## config.mk

```make
export PLATFORM = sky130hd
export DESIGN_NAME = adder3
export DESIGN_NICKNAME = d
export VERILOG_FILES = /design/src/rtl/adder3.sv
export SDC_FILE = /design/constraint.sdc
export NUM_CORES = 1
export LEC_CHECK = 0
export BUFFER_PORTS_ARGS = -buffer_cell sky130_fd_sc_hd__buf_4
export CAP_MARGIN = 0
export CORE_AREA = 3 3 40 42
export CTS_CLUSTER_SIZE = 16
export DETAILED_ROUTE_END_ITERATION = 8
export DIE_AREA = 0 0 43 45
export MAX_ROUTING_LAYER = met4
export SYNTH_ARGS = -nofsm -noshare
export SYNTH_HDL_FRONTEND = slang
export SYNTH_SLANG_ARGS = --single-unit
export TNS_END_PERCENT = 30
```

## constraint.sdc

```tcl
create_clock -name clk -period 1 [get_ports clk]
set_input_delay 0.2 -clock clk [delete_from_list [all_inputs] [get_ports clk]]
set_output_delay 0.2 -clock clk [all_outputs]
set_load 0.01 [all_outputs]
```

## src/rtl/adder3.sv

```systemverilog
// adder3: registered unsigned adder, a + b + cin -> WIDTH+1 bit sum.
// A combinational ripple-carry chain feeds a single output register stage;
// out_valid marks the cycle right after an accepted operand set.
module adder3 #(
  parameter int WIDTH = 3
) (
  input  logic             clk,
  input  logic             rst_n,
  input  logic             in_valid,
  input  logic [WIDTH-1:0] a,
  input  logic [WIDTH-1:0] b,
  input  logic             cin,
  output logic [WIDTH:0]   sum,
  output logic             out_valid
);

  // Carry chain: carryChain[0] is the carry-in, carryChain[WIDTH] the carry-out.
  logic [WIDTH:0]   carryChain;
  logic [WIDTH-1:0] cellSum;
  logic [WIDTH:0]   rippleSum;

  logic [WIDTH:0]   sum_q;
  logic [WIDTH:0]   sum_d;
  logic             valid_q;
  logic             valid_d;

  assign carryChain[0] = cin;

  // One full-adder cell per operand bit, each feeding its carry to the next.
  for (genvar i = 0; i < WIDTH; i++) begin : gFullAdder
    logic halfSum;
    assign halfSum          = a[i] ^ b[i];
    assign cellSum[i]       = halfSum ^ carryChain[i];
    assign carryChain[i+1]  = (a[i] & b[i]) | (carryChain[i] & halfSum);
  end

  // The carry-out becomes the MSB, so the full range fits without wrapping.
  assign rippleSum = {carryChain[WIDTH], cellSum};

  // Next-state: load the new sum only on accept so idle-cycle operands,
  // including unknown ones, never reach the register.
  always_comb begin
    sum_d   = sum_q;
    valid_d = in_valid;
    if (in_valid) begin
      sum_d = rippleSum;
    end
  end

  // Output register; reset clears the result and any in-flight accept at once.
  always_ff @(posedge clk or negedge rst_n) begin
    if (!rst_n) begin
      sum_q   <= '0;
      valid_q <= 1'b0;
    end else begin
      sum_q   <= sum_d;
      valid_q <= valid_d;
    end
  end

  assign sum       = sum_q;
  assign out_valid = valid_q;

endmodule

```

==> results of run 1 <==
[through the flow]
step / util [%] / power (mW)
2_1_floorplan: - / 0.341
3_3_place_gp: 31.5 / 0.445
3_5_place_dp: 31.5 / 0.449
4_1_cts: 34.9 / 0.694
5_1_grt: 34.9 / 0.723
6_report: 34.9 / 0.675
[cell usage in the layout, fill, tap and decap left out]
cell,n
dlygate4sd3_1,1
fa_1,1
inv_2,4
mux2_4,1
clkbuf_4,3
mux2i_1,3
buf_4,12
inv_1,5
inv_8,1
dfrtp_1,5
buf_6,2
fa_2,2
clkbuf_1,1
[path summary, 6_finish.rpt]
| path | end | slack [ns] | cells past startpoint |
|---|---|---|---|
| max in group asynchronous | sum[1] | 0.59 | 2 |
| min | out_valid | 0.14 | 1 |
| max reg2reg | sum[1] | 0.24 | 1 |
| min in group asynchronous | out_valid | 0.30 | 2 |
| min reg2reg | sum[0] | 0.52 | 2 |
| max | sum[2] | -0.35 | 8 |
[registers in the layout, summed over array words and instances (netlist names)]
name,flops
out_valid,1
sum,4
[per-layer routing]
| layer | part of all wire, % | vias up |
|---|---|---|
| met5 | 0 | - |
| met4 | 0 | 0 |
| met3 | 20 | 0 |
| met2 | 35 | 15 |
| met1 | 45 | 79 |
| li1 | - | 99 |
[power by group through the flow]
stage | Combinational, mW | Sequential [mW] | Clock, mW
floorplan | 0.0666 | 0.275 | 0
global placement | 0.185 | 0.260 | 0
detailed placement | 0.188 | 0.261 | 0
CTS | 0.195 | 0.258 | 0.241
global route | 0.208 | 0.263 | 0.252
finish | 0.191 | 0.256 | 0.228
[repair_timing]
action                     in CTS  in global routing
pin swaps                       3                  0
hold buffers                    1                  0
setup endpoints to repair       3                  3
gates resized for setup         3                  0
hold endpoints to repair        5                  0
[cell type report]
type | count | area, µm²
flip-flops and latches | 5 | 125
well taps | 15 | 18.8
clock buffers | 4 | 26.3
repair buffers | 15 | 123
fillers | 146 | 837
multi-input cells | 7 | 110
inverters | 10 | 45.0
[cell families (layout without fill, tap and decap cells)]
family     after synthesis  count (layout)  share of synthesized area (%)
flops                    5               5                           46.7
mux                      4               4                           16.8
buf+inv                 10              29                           14.0
fa+ha+maj                3               3                           22.4
==> flow_summary.ini, run 1 <==
[routing]
drt_iter0_drc = 0
dr_total_vias = 193
drt_pre_antenna_iters = 1
drcViolationCount = 0
wl_um = 459
postRouteAntennaNets = 0
wl_per_cell_um = 8.20
viasPerCell = 3.45

[global_routing]
overflow = 0
grt_pass1_vias = 171
grt_pass1_wl_um = 703
use_met1_pct = 7.48
grtUsageMet2_pct = 5.69
antenna_found_initial = 0
grt_max_degree = 6
gr-usage-all-layers_pct = 5.64
globalRouteMet3Util_pct = 2.79
top_usage_layer = met1

[timing]
final_max_slew_viol_count = 0
worst_pin_slew_ns = 0.108
hold_violations = 0
finClkSkew_ns = 0
fmax_mhz = 741
slew_headroom_pct = 92.6
period_share_pct = 135
finalCriticalPeriod_ns = 1.35
setup_slack_ns = -0.350
tns_ns = -0.927
hold_ws_ns = 0.135
final-setup-viol-count = 3
rsz0062_at_grt = yes

[die]
fp.dieH_um = 45
pin_count = 15
die_area_um2 = 1940
core.rowCount = 13
initial_core_util_pct = 20.8
die_w_um = 43
core_area_um2 = 1280

[layout]
antenna_cells = 0
num-nets-final = 55
final_area_um2 = 448
final_layout_size_suffix_gt1_share_pct = 61.0
stdcell_count = 56
area_delta_synth_final_pct = 67.3

[logic_synthesis]
synth-seq-area-share_pct = 46.7
synth_area_leaders = dfrtp_1, fa_1, inv_1
netlist.area_leader.share_pct = 46.7
synth-edff-count = 0
synth_seq_cells = 5
synth_top_area_cell = dfrtp_1
synth_cell_types = 5
synth_common_cells = inv_1, dfrtp_1, fa_1, mux2i_1, mux2_4
netlist_area_um2 = 268
syn-instance-count = 22
synth_most_common_cell = inv_1
synth_fp_nets = 35
yosys_warnings = 0
synthArstFlopShare_pct = 100
synthFlopType = dfrtp_1
syn_avg_cell_area_um2 = 12.2

[setup_path]
path_cells = buf_6 -> inv_2 -> fa_2 -> inv_2 -> fa_2 -> inv_2 -> fa_1 -> mux2i_1
crit_path_frequent_cell = inv_2
crit_family = adder cells
cp_slowest_stage_delay_ns = 0.47
start_kind = input pin
cp_num_buf_inv = 4
crit_fanout = 1
crit_type = input pin to register
worstReg2RegStart = sum[1]
endpoint_kind = register
required_ns = 1.12
crit_start = a[0]
crit_arrival_ns = 1.47
cp_slowest_cell = fa_1

[pwr]
p_switching_mw = 0.174
power_frac_seq_pct = 38.0
p_comb_share_pct = 28.3
p_leak_nw = 0.243
power.internal_mw = 0.501
power.density_nw_per_um2 = 1510
vdd_drop_max_uv = 344
swShare_pct = 25.8
pwr-share-clk_pct = 33.7

[clocking]
cts-buffers-inserted = 3
cts_tree = done
insertion_delay_ns = 0.24
cts_buffer_depth = 2
root_buffer = clkbuf_4
htreeDepth = 1
numClockSinks = 5
post_cts_buffers = 0
clkTransAtPathRegs_ns = 0.04

[hold_path]
min_path_type = input pin to register
worstHoldStart = in_valid

[placement]
place_inst = 51
place_area_um2 = 404
gp_congestion = 0.644
port_buffers = 14
pre_cts_slack_ns = -0.688

[job]
maxCapViolations = 0

[run_status]
failed_checks = negative setup slack
status = finished with violations
No activity file was read; power rests on OpenSTA's default activity.
==> run 2: changes to the inputs <==
--- a/config.mk
+++ b/config.mk
@@ -5,12 +5,12 @@
 export SDC_FILE = /design/constraint.sdc
 export NUM_CORES = 1
 export LEC_CHECK = 0
-export BUFFER_PORTS_ARGS = -buffer_cell sky130_fd_sc_hd__buf_4
 export CAP_MARGIN = 0
 export CORE_AREA = 3 3 40 42
 export CTS_CLUSTER_SIZE = 16
 export DETAILED_ROUTE_END_ITERATION = 8
 export DIE_AREA = 0 0 43 45
+export DONT_BUFFER_PORTS = 1
 export MAX_ROUTING_LAYER = met4
 export SYNTH_ARGS = -nofsm -noshare
 export SYNTH_HDL_FRONTEND = slang
==> flow_summary.ini, run 2 (synthesis gave the netlist of run 1 again) <==
[routing]
viasPerCell = 3.70
met2WireLength_um = 179
wl_um = 483
routed.top_layer = met3
m1WireLength_um = 219
drt_pre_antenna_iters = 1
routed-wl-met3_um = 84
drcViolationCount = 0
dr_total_vias = 159
wl_per_cell_um = 11.2
postRouteAntennaNets = 0
drt_iter0_drc = 0

[run_status]
status = finished with violations
failed_checks = negative setup slack

[setup_path]
path_cells = inv_8 -> fa_2 -> inv_2 -> fa_2 -> inv_2 -> fa_1 -> mux2i_1
endpoint_kind = register
required_ns = 1.12
crit_fanout = 1
r2r_slack_ns = 0.20
cp_slowest_stage_delay_ns = 0.48
start_kind = input pin
cp_slowest_cell = fa_1
crit_type = input pin to register
crit_arrival_ns = 1.40

[placement]
gp_congestion = 0.760
pre_cts_slack_ns = -0.573
port_buffers = 0

[layout]
multi_input_area_um2 = 110
area_delta_synth_final_pct = 29.0
seqCellArea_um2 = 125
final_common_cell = inv_1
num-nets-final = 42
layout_common_cells = inv_1, dfrtp_1, inv_2, mux2i_1, clkbuf_4
num-fill-cells = 133
final_layout_size_suffix_gt1_share_pct = 35.7
antenna_cells = 0
largest_reg_flops = 4

[timing]
worst_pin_slew_ns = 0.231
slew_headroom_pct = 84.6
tns_ns = -0.679
final_max_slew_viol_count = 0
finClkSkew_ns = 0
period_share_pct = 128
rsz0062_at_grt = yes
hold_ws_ns = 0.0574
fmax_mhz = 783
finalCriticalPeriod_ns = 1.28
hold_violations = 0
final-setup-viol-count = 3
setup_slack_ns = -0.278

[die]
fp.dieH_um = 45
pin_count = 15
die_area_um2 = 1940
core_area_um2 = 1280
core.rowCount = 13
die_w_um = 43
initial_core_util_pct = 20.8

[clocking]
cts_tree = done
insertion_delay_ns = 0.24
numClockSinks = 5
cts_buffer_depth = 2
clkTransAtPathRegs_ns = 0.04
htreeDepth = 1
cts_resized = 0
cts-buffers-inserted = 3
root_buffer = clkbuf_4

[global_routing]
grt_max_degree = 6
grt_pass1_wl_um = 828
antenna_found_initial = 0
overflow = 0
gr-usage-all-layers_pct = 6.75
grt_pass1_vias = 185

[pwr]
power.density_nw_per_um2 = 1720
total_power_mw = 0.595
vdd_drop_max_uv = 346
p_leak_nw = 0.179

[hold_path]
min_path_type = input pin to register

[job]
maxCapViolations = 0
==> run 2: what timing repair did <==
item | in CTS | in global routing
buffers inserted | 0 | 0
endpoints found under the setup margin | 3 | 3
endpoints found under the hold margin | 6 | 0
pin swaps | 2 | 0
hold buffers | 2 | 0
==> run 2: final cells by class <==
cell class	instances	share of cell area [%]
well taps	15	5.43
inverters	10	13.0
multi-input cells	7	31.9
repair buffers	2	5.80
clock buffers	4	7.61
flip-flops and latches	5	36.2
==> run 2: through the flow <==
stage / instance area (µm²) / instances / util (%)
floorplan: 280 / 22 / -
global placement: 299 / 37 / 23.3
detailed placement: 299 / 37 / 23.3
CTS: 345 / 43 / 26.9
global route: 345 / 43 / 26.9
finish: 345 / 43 / 26.9
==> run 2: final timing paths <==
kind	from	endpoint	cells past startpoint
worst min-delay path	in_valid	sum[3]	1
worst min register to register	sum[0]	sum[0]	2
worst max-delay path	cin	sum[2]	7
max in group asynchronous	rst_n	sum[1]	1
min in group asynchronous	rst_n	sum[0]	1
worst max register to register	sum[1]	sum[1]	1
==> run 2: power breakdown <==
part / leakage [nW] / internal [mW] / switching, mW
Combinational: 0.105 / 0.0514 / 0.0378
Sequential: 0.0582 / 0.238 / 0.0415
Clock: 0.0150 / 0.150 / 0.0755
==> run 2: critical path, delay by kind of cell <==
family,cells,cell delay [ns]
adder cells (fa/ha/maj),3,1.03
buffers and inverters,3,0.10
multiplexers,1,0.07
==> run 2: metal layers <==
metal / vias to the layer above / track usage [%]
met2: 15 / 7.49
met4: 0 / 7.23
met5: - / -
met3: 0 / 4.78
li1: 71 / -
met1: 73 / 7.16
